`src/rtl/rx_sched_pkg.sv`:
```
// rtl/rx_sched_pkg.sv - shared state encoding and command bytes for the shot scheduler
package rx_sched_pkg;

  typedef enum logic [2:0] {
    IDLE,
    TX,
    GUARD,
    CAP,
    DUMP,
    HOLD
  } state_t;

  localparam logic [7:0] CMD_SINGLE = 8'h53;
  localparam logic [7:0] CMD_REPEAT = 8'h52;
  localparam logic [7:0] CMD_STOP   = 8'h58;

endpackage

```
`src/rtl/rx_sched_cmd.sv`:
```
// rtl/rx_sched_cmd.sv - registered decode of UART command bytes into one-cycle pulses
module rx_sched_cmd
  import rx_sched_pkg::*;
(
  input  logic       clk,
  input  logic       rst,
  input  logic       cmd_stb,
  input  logic [7:0] cmd_dat,
  output logic       single_p,
  output logic       repeat_p,
  output logic       stop_p
);

  always_ff @(posedge clk) begin
    if (rst) begin
      single_p <= 1'b0;
      repeat_p <= 1'b0;
      stop_p   <= 1'b0;
    end else begin
      single_p <= cmd_stb && (cmd_dat == CMD_SINGLE);
      repeat_p <= cmd_stb && (cmd_dat == CMD_REPEAT);
      stop_p   <= cmd_stb && (cmd_dat == CMD_STOP);
    end
  end

endmodule

```
`src/rtl/rx_shot_sched.sv`:
```
// rtl/rx_shot_sched.sv - TX burst / guard / capture / dump sequencer for one receiver shot
module rx_shot_sched
  import rx_sched_pkg::*;
#(
  parameter int TX_CYC      = 4800,
  parameter int GUARD_CYC   = 96,
  parameter int CAP_LEN     = 1024,
  parameter int HOLDOFF_CYC = 48000,
  parameter int CNTW        = 24
) (
  input  logic                       clk,
  input  logic                       rst,
  input  logic                       cmd_stb,
  input  logic [7:0]                 cmd_dat,
  input  logic                       dump_done,
  output logic                       tx_en,
  output logic                       rx_blank,
  output logic                       cap_we,
  output logic [$clog2(CAP_LEN)-1:0] cap_addr,
  output logic                       dump_req,
  output logic                       busy,
  output logic [7:0]                 shot_cnt,
  output logic                       cmd_ovr
);

  localparam int AW = $clog2(CAP_LEN);

  state_t          state, state_nx;
  logic [CNTW-1:0] cnt, cnt_nx;
  logic [AW-1:0]   addr_nx;
  logic            rpt, rpt_nx;
  logic            ovr_nx;
  logic [7:0]      shots_nx;
  logic            single_p, repeat_p, stop_p;

  rx_sched_cmd u_cmd (
    .clk      (clk),
    .rst      (rst),
    .cmd_stb  (cmd_stb),
    .cmd_dat  (cmd_dat),
    .single_p (single_p),
    .repeat_p (repeat_p),
    .stop_p   (stop_p)
  );

  // Outputs are decoded from the next state so they change on the same edge as the state.
  always_ff @(posedge clk) begin
    if (rst) begin
      state    <= IDLE;
      cnt      <= '0;
      rpt      <= 1'b0;
      tx_en    <= 1'b0;
      rx_blank <= 1'b0;
      cap_we   <= 1'b0;
      cap_addr <= '0;
      dump_req <= 1'b0;
      busy     <= 1'b0;
      shot_cnt <= 8'd0;
      cmd_ovr  <= 1'b0;
    end else begin
      state    <= state_nx;
      cnt      <= cnt_nx;
      rpt      <= rpt_nx;
      tx_en    <= (state_nx == TX);
      rx_blank <= (state_nx == TX) || (state_nx == GUARD);
      cap_we   <= (state_nx == CAP);
      cap_addr <= addr_nx;
      dump_req <= (state_nx == DUMP);
      busy     <= (state_nx != IDLE);
      shot_cnt <= shots_nx;
      cmd_ovr  <= ovr_nx;
    end
  end

  always_comb begin
    state_nx = state;
    cnt_nx   = cnt;
    addr_nx  = cap_addr;
    rpt_nx   = rpt;
    ovr_nx   = cmd_ovr;
    shots_nx = shot_cnt;

    case (state)
      TX: begin
        if (cnt == '0) begin
          state_nx = GUARD;
          cnt_nx   = CNTW'(GUARD_CYC - 1);
        end else begin
          cnt_nx = cnt - CNTW'(1);
        end
      end
      GUARD: begin
        if (cnt == '0) begin
          state_nx = CAP;
          addr_nx  = '0;
        end else begin
          cnt_nx = cnt - CNTW'(1);
        end
      end
      CAP: begin
        if (cap_addr == AW'(CAP_LEN - 1)) begin
          state_nx = DUMP;
          addr_nx  = '0;
        end else begin
          addr_nx = cap_addr + AW'(1);
        end
      end
      DUMP: begin
        if (dump_done) begin
          shots_nx = shot_cnt + 8'd1;
          if (rpt) begin
            state_nx = HOLD;
            cnt_nx   = CNTW'(HOLDOFF_CYC - 1);
          end else begin
            state_nx = IDLE;
          end
        end
      end
      HOLD: begin
        if (cnt == '0) begin
          state_nx = TX;
          cnt_nx   = CNTW'(TX_CYC - 1);
        end else begin
          cnt_nx = cnt - CNTW'(1);
        end
      end
      default: ;
    endcase

    // Commands act on the state just chosen; a capture already underway is never cut short.
    if (stop_p) begin
      rpt_nx = 1'b0;
      ovr_nx = 1'b0;
      if (state_nx == TX || state_nx == GUARD || state_nx == HOLD) begin
        state_nx = IDLE;
        cnt_nx   = '0;
      end
    end

    if (single_p || repeat_p) begin
      if (state_nx == IDLE) begin
        state_nx = TX;
        cnt_nx   = CNTW'(TX_CYC - 1);
        rpt_nx   = repeat_p;
      end else begin
        ovr_nx = 1'b1;
      end
    end
  end

endmodule

```
`config.mk`:
```
export PLATFORM = sky130hd
export DESIGN_NAME = rx_shot_sched
export DESIGN_NICKNAME = d
export VERILOG_FILES = /design/src/rtl/rx_sched_pkg.sv /design/src/rtl/rx_sched_cmd.sv /design/src/rtl/rx_shot_sched.sv
export SDC_FILE = /design/constraint.sdc
export NUM_CORES = 1
export LEC_CHECK = 0
export BUFFER_PORTS_ARGS = -buffer_cell sky130_fd_sc_hd__buf_2
export CAP_MARGIN = 15
export CELL_PAD_IN_SITES_DETAIL_PLACEMENT = 0
export CELL_PAD_IN_SITES_GLOBAL_PLACEMENT = 2
export CORE_ASPECT_RATIO = 2
export CORE_MARGIN = 3
export CORE_UTILIZATION = 35
export DETAILED_ROUTE_END_ITERATION = 7
export GPL_TIMING_DRIVEN = 1
export PLACE_DENSITY = 0.85
export SYNTH_ARGS = -nofsm -noshare
export SYNTH_HDL_FRONTEND = slang
export SYNTH_SLANG_ARGS = --single-unit
```
`constraint.sdc`:
```
create_clock -name clk -period 3.6 [get_ports clk]
set_input_delay 0.72 -clock clk [delete_from_list [all_inputs] [get_ports clk]]
set_output_delay 0.72 -clock clk [all_outputs]
set_load 0.02 [all_outputs]
```
### Word level (Yosys, flattened, before mapping)

Index checks and enable logic that the tools add are counted.

* word-level logic and storage cells: 77
* memories kept: 0
* memory bits (read-only): 0
* register bits after elaboration: 55
* bits in latches: 0
* bits of input ports: 12
* memory bits (writable): 0
* output and inout port bits: 24

* shifts and indexed selects: 0
* $mul: 0
* bitwise gates (word level): 0
* magnitude comparators: 0
* mux-type cells: 30
* divide/modulo/power cells: 0
* add/sub/neg operators: 3
* eq/ne operators: 17
* reductions and logical operators: 13

Operator list (number)
* $mux 24: 9
* $pmux 24 s4: 1
* $mux 3: 10
* $eq 8x7->1 const B: 3
* $logic_not 24->1: 1
* $sub 24x1->24 const B: 1
* $mux 10: 2
* $pmux 10 s2: 1
* $eq 3x2->1 const B: 5
* $pmux 3 s5: 1
* $eq 3x3->1 const B: 4
* $add 10x1->10 const B: 1
* $eq 10x10->1 const B: 1
* $eq 3x1->1 const B: 3
* $add 8x1->8 const B: 1
* $mux 1: 6
* $logic_or 1x1->1: 4
* $reduce_and 2->1: 2
* $logic_and 1x1->1: 3
* $logic_not 3->1: 1
* $reduce_bool 3->1: 1
* $ne 2x2->1 const B: 1
* $reduce_bool 2->1: 1

### Depth between registers and ports, before layout

* depth in word-level cells: 13
* gate-level depth with buffers: 11
* gate-level depth less buffers: 11

### By module

Synthesis repeated with hierarchy kept, for this count alone.

* cell total of the unflattened synthesis: 433
* area total of the unflattened synthesis: 3367.0 um^2

By module, submodules not included
* rx_shot_sched: cells each 422, area each 3231.8 um^2, times used 1, sequential area each 1041.0 um^2
* rx_sched_cmd: cells each 11, area each 135.1 um^2, times used 1, sequential area each 60.1 um^2

### Worst setup path before layout

Ideal clock, no wire load.

* path kind: flip-flop to flip-flop
* start: reg cap_addr[0]
* end: reg cnt[11]
* period minus slack after synthesis: 2.668 ns
* cell stages (with the launch flop): 10
* required time: 3.483 ns
* path buffers: 1
* path slack: 0.932 ns
* data arrival time: 2.552 ns
* setup time: 0.117 ns
* cells stage by stage: dfxtp_1 -> ha_1 -> nand3_2 -> o31ai_4 -> a32oi_1 -> a211o_2 -> or3_1 -> nand3_2 -> buf_4 -> nor2_1

* word-level cells in the longest chain between the ends: 11
* elaborated cells on any way between the ends: 15
* classes of those cells: 4 x eq/ne; 8 x mux; 3 x reduce/logical

RTL lines
* start, declared: line rx_shot_sched.sv:19 `output logic [$clog2(CAP_LEN)-1:0] cap_addr,`
* start signal, assigned: line rx_shot_sched.sv:67 `cap_addr <= addr_nx;`
* $eq 10x10->1 (*): line rx_shot_sched.sv:101 `if (cap_addr == AW'(CAP_LEN - 1)) begin`
* $mux 3 (*): line rx_shot_sched.sv:101
* $pmux 3 s5 (*): line rx_shot_sched.sv:83 `case (state)`
* $eq 3x1->1 or $eq 3x2->1 (tied branches): line rx_shot_sched.sv:134 `if (state_nx == TX || state_nx == GUARD || state_nx == HOLD) begin`
* $logic_or 1x1->1 (2 in series): line rx_shot_sched.sv:134
* $mux 3: line rx_shot_sched.sv:134
* $mux 3: line rx_shot_sched.sv:131 `if (stop_p) begin`
* $logic_not 3->1: line rx_shot_sched.sv:141 `if (state_nx == IDLE) begin`
* $mux 24: line rx_shot_sched.sv:141
* $mux 24 (*): line rx_shot_sched.sv:140 `if (single_p || repeat_p) begin`
* end signal, assigned: line rx_shot_sched.sv:62 `cnt <= cnt_nx;`
* end, declared: line rx_shot_sched.sv:29 `logic [CNTW-1:0] cnt, cnt_nx;`

Every way passes the cells marked *; elsewhere a longest branch is shown, timed or not.
A chain may end at the register's enable or synchronous reset.

### Worst setup path after layout

* start: reg state[1]
* end: reg cnt[21]

* word-level cells in the longest chain between the ends: 10
* elaborated cells on any way between the ends: 24
* classes of those cells: 8 x eq/ne; 13 x mux; 3 x reduce/logical

RTL lines
* start, declared: line rx_shot_sched.sv:28 `state_t state, state_nx;`
* start signal, assigned: line rx_shot_sched.sv:61 `state <= state_nx;`
* $eq 3x3->1, or another cell as far along: line rx_shot_sched.sv:83
* $pmux 3 s5: line rx_shot_sched.sv:83
* $eq 3x1->1 or $eq 3x2->1 (tied branches): line rx_shot_sched.sv:134
* $logic_or 1x1->1 (2 in series): line rx_shot_sched.sv:134
* $mux 3: line rx_shot_sched.sv:134
* $mux 3: line rx_shot_sched.sv:131
* $logic_not 3->1: line rx_shot_sched.sv:141
* $mux 24: line rx_shot_sched.sv:141
* $mux 24 (*): line rx_shot_sched.sv:140

Marks and branches as above.

==> flow_metrics.tcl <==
set metrics [dict create \
    status "complete, no violations" \
    clock-skew-final_ns 0.004244 \
    internal-power_uw 1844 \
    relSlewSlack 0.5293 \
    register_area_um2 1101 \
    row_count 50 \
    detail_route.wl_per_cell_um 18.71 \
    grt_antenna_before_repair 0 \
    dieArea_um2 10920 \
    pwr-share-comb 0.669 \
    leakage_uw 0.001444 \
    post_cts.repair.setup_buffers 0 \
    place.gp.congestion 0.8684 \
    groute.usage.overall 0.2051 \
    clockPowerShare 0.135 \
    regToRegStartpoint "state[1]" \
    post_detail_place_hpwl_mm 8.035 \
    dpl-instance-area_um2 3612 \
    cts.reportedPaths.clkPinSlew_ns 0.07 \
    multi_input_area_um2 2146 \
    grt_overflow_total 0 \
    final_period_minus_worst_setup_slack_ns 3.148 \
    cts.htree.levels 2 \
    cp_data_arrival_time_ns 3.35 \
    setup_failing_eps_final 0 \
    wire_length_of_the_first_global_routing_pass_mm 17.00 \
    final_cell_area_um2 3771 \
    timing.setup.critical_path_class "register to register" \
    rr_endpoint "cnt[21]" \
    vdd_drop_max_v 0.0005080 \
    seq_area_frac_synth 0.3265 \
    final-hold-violation-count 0 \
    power_switching_share 0.5456 \
    io_pins 36 \
    timing.fmax_mhz 317.7 \
    clock_latency_ns 0.30 \
    final_common_cell "sky130_fd_sc_hd__dfxtp_1" \
    via_per_inst 6.005 \
    max_cap_viol_count 0 \
    count_of_synthesis_stage_warnings_from_yosys 0 \
    yosysUniqueCellTypes 73 \
    worst_slew_pin_slew_ns 0.6996 \
    number_of_buffers_created_by_cts 5 \
    avg_inst_size_synth_um2 7.878 \
    synth.net_count 445 \
    post_cts_resize_count 0 \
    synthesis.instances 428 \
    wirelength_routed_mm 10.48 \
    detailroute.via_count 3363 \
    first_global_vias 3206 \
    timing.hold.worst_path_depth 2 \
    drc_errors 0 \
    pre_cts_slack_ns 0.4676 \
    rrSetupSlack_ns 0.45 \
    p_sw_uw 2214 \
    insertedDiodeCount 0 \
    hp-class "register to register" \
    cp-end-kind "register" \
    worstPathRequired_ns 3.80 \
    route.antenna.remaining_nets 0 \
    final_cell_mix "sky130_fd_sc_hd__dfxtp_1 (55), sky130_fd_sc_hd__nor2_1 (54), sky130_fd_sc_hd__o21ai_0 (42)" \
    ys_async_sr_fraction 0 \
    p_seq_frac 0.195 \
    die_height_um 144.8 \
    rsz0062_at_grt "no" \
    yosysTopAreaCell "sky130_fd_sc_hd__dfxtp_1" \
    hp-start "cnt[20]" \
    synth-edff-count 0 \
    cts-root-buf "sky130_fd_sc_hd__clkbuf_16" \
    firstDrtPassIters 4 \
    rr_worst_depth 8 \
    timing.hold.worst_endpoint "cnt[20]" \
    fin_crit_sh 0.8744 \
    slew_viol_final 0 \
    power_per_cell_area_nw_per_um2 1076 \
    die_width_um 75.41 \
    area_delta_synth_final_pct 11.84 \
    initial_core_util 0.3593 \
    critPathMaxFanout 15 \
    post_synth_main_area_contributors "sky130_fd_sc_hd__dfxtp_1 (33%), sky130_fd_sc_hd__o21ai_0 (6.2%), sky130_fd_sc_hd__nor2_1 (6.0%)" \
    num-nets-final 473 \
    worstSetupStartpointType "register" \
    maximum_number_of_pins_on_one_net_before_global_route_repair 30 \
    drtIter0Drc 199 \
    fin_ws_ns 0.4522 \
    post_route_cells_drive_above_1_share 0.1557 \
    cts.sinks 55 \
    setup_tns_ns 0 \
    dominantRegCellSynth "sky130_fd_sc_hd__dfxtp_1" \
    cts_hold_fix_bufs 0 \
    netlist.area_leader.share 0.3265 \
    clock_path_buffers 2 \
    synth.cell_area_um2 3372 \
    core_area_um2 9384 \
    numPortBuffers 35 \
    power_total_uw 4058 \
    postSynthRegisterBits 55 \
    fillerInstances 1000 \
    clock_tree_from_tritoncts "built" \
]
## layer usage
metal,GRT usage,share of wire,vias up
met4,0.1115,0.050,0
li1,-,-,1645
met1,0.2127,0.36,1593
met5,0,0,-
met2,0.3821,0.56,95
met3,0.02282,0.030,30
## power groups by stage
stage               Combinational [uW]  Sequential (uW)  Clock [uW]
global placement                  2700              806           0
finish                            2720              793         549
floorplan                         2050              781           0
detailed placement                2680              806           0
global route                      3010              807         584
CTS                               2690              792         566
## kinds of logic after synthesis
kind of cell / count (synthesis) / share of synthesized area
multiplexers: 2 / 0.009647
XOR/XNOR: 11 / 0.02857
buffers and inverters: 27 / 0.03710
AND/OR/NAND/NOR: 193 / 0.3187
flip-flops: 55 / 0.3265
AO/OA/AOI/OAI: 135 / 0.2609
adder cells (fa/ha/maj): 5 / 0.01855
## layout make-up
class,instances,share of cell area
Clock buffer,6,0.03417
Clock inverter,1,0.007963
Inverter,10,0.009954
Multi-Input combinational cell,346,0.5690
Sequential cell,55,0.2920
Tap cell,104,0.03451
Timing Repair Buffer,38,0.05242
## cells in the mapped netlist, drive strengths merged, types with 8 or more instances
cell / n
dfxtp: 55
nor2: 55
o21ai: 55
nand2: 34
a21oi: 28
nor3: 19
nand3: 16
nor4: 13
inv: 10
clkbuf: 9
or3: 9
buf: 8
## stage by stage
step,util,hold WS (ns),std cells
5_1_grt,0.4019,0.5016,560
3_5_place_dp,0.3849,0.4801,553
2_1_floorplan,-,0.4487,428
4_1_cts,0.4019,0.4911,560
6_report,0.4019,0.4884,560
3_3_place_gp,0.3849,0.4602,553
## flip-flops by register name, indices dropped and copies added (netlist names), 3 cells and up
name	cells
cnt	24
shot_cnt	8
state	3
cap_addr	10
## how the worst max path moves through the flow
| stage | start | endpoint | slack (ns) | depth (start not counted) |
|---|---|---|---|---|
| final | state[1] | cnt[21] | 0.45 | 8 |
| after floorplan | cap_addr[0] | cnt[11] | 0.93 | 9 |
| after global routing | state[1] | cnt[21] | 0.17 | 8 |
| after global placement | state[1] | cnt[21] | 0.54 | 8 |
| after detailed placement | state[1] | cnt[10] | 0.47 | 8 |
| after CTS | state[1] | cnt[10] | 0.45 | 8 |
## critical path: stages (launching register included)
cell and delay [ns]:
sky130_fd_sc_hd__dfxtp_1 0.58, sky130_fd_sc_hd__inv_1 0.21, sky130_fd_sc_hd__ha_1 0.42, sky130_fd_sc_hd__or4_1 0.42, sky130_fd_sc_hd__nor3_1 0.34, sky130_fd_sc_hd__a211o_2 0.25, sky130_fd_sc_hd__or3_1 0.17, sky130_fd_sc_hd__nand3_2 0.33
sky130_fd_sc_hd__a311oi_1 0.32
Power figures use the tool's default switching activity.
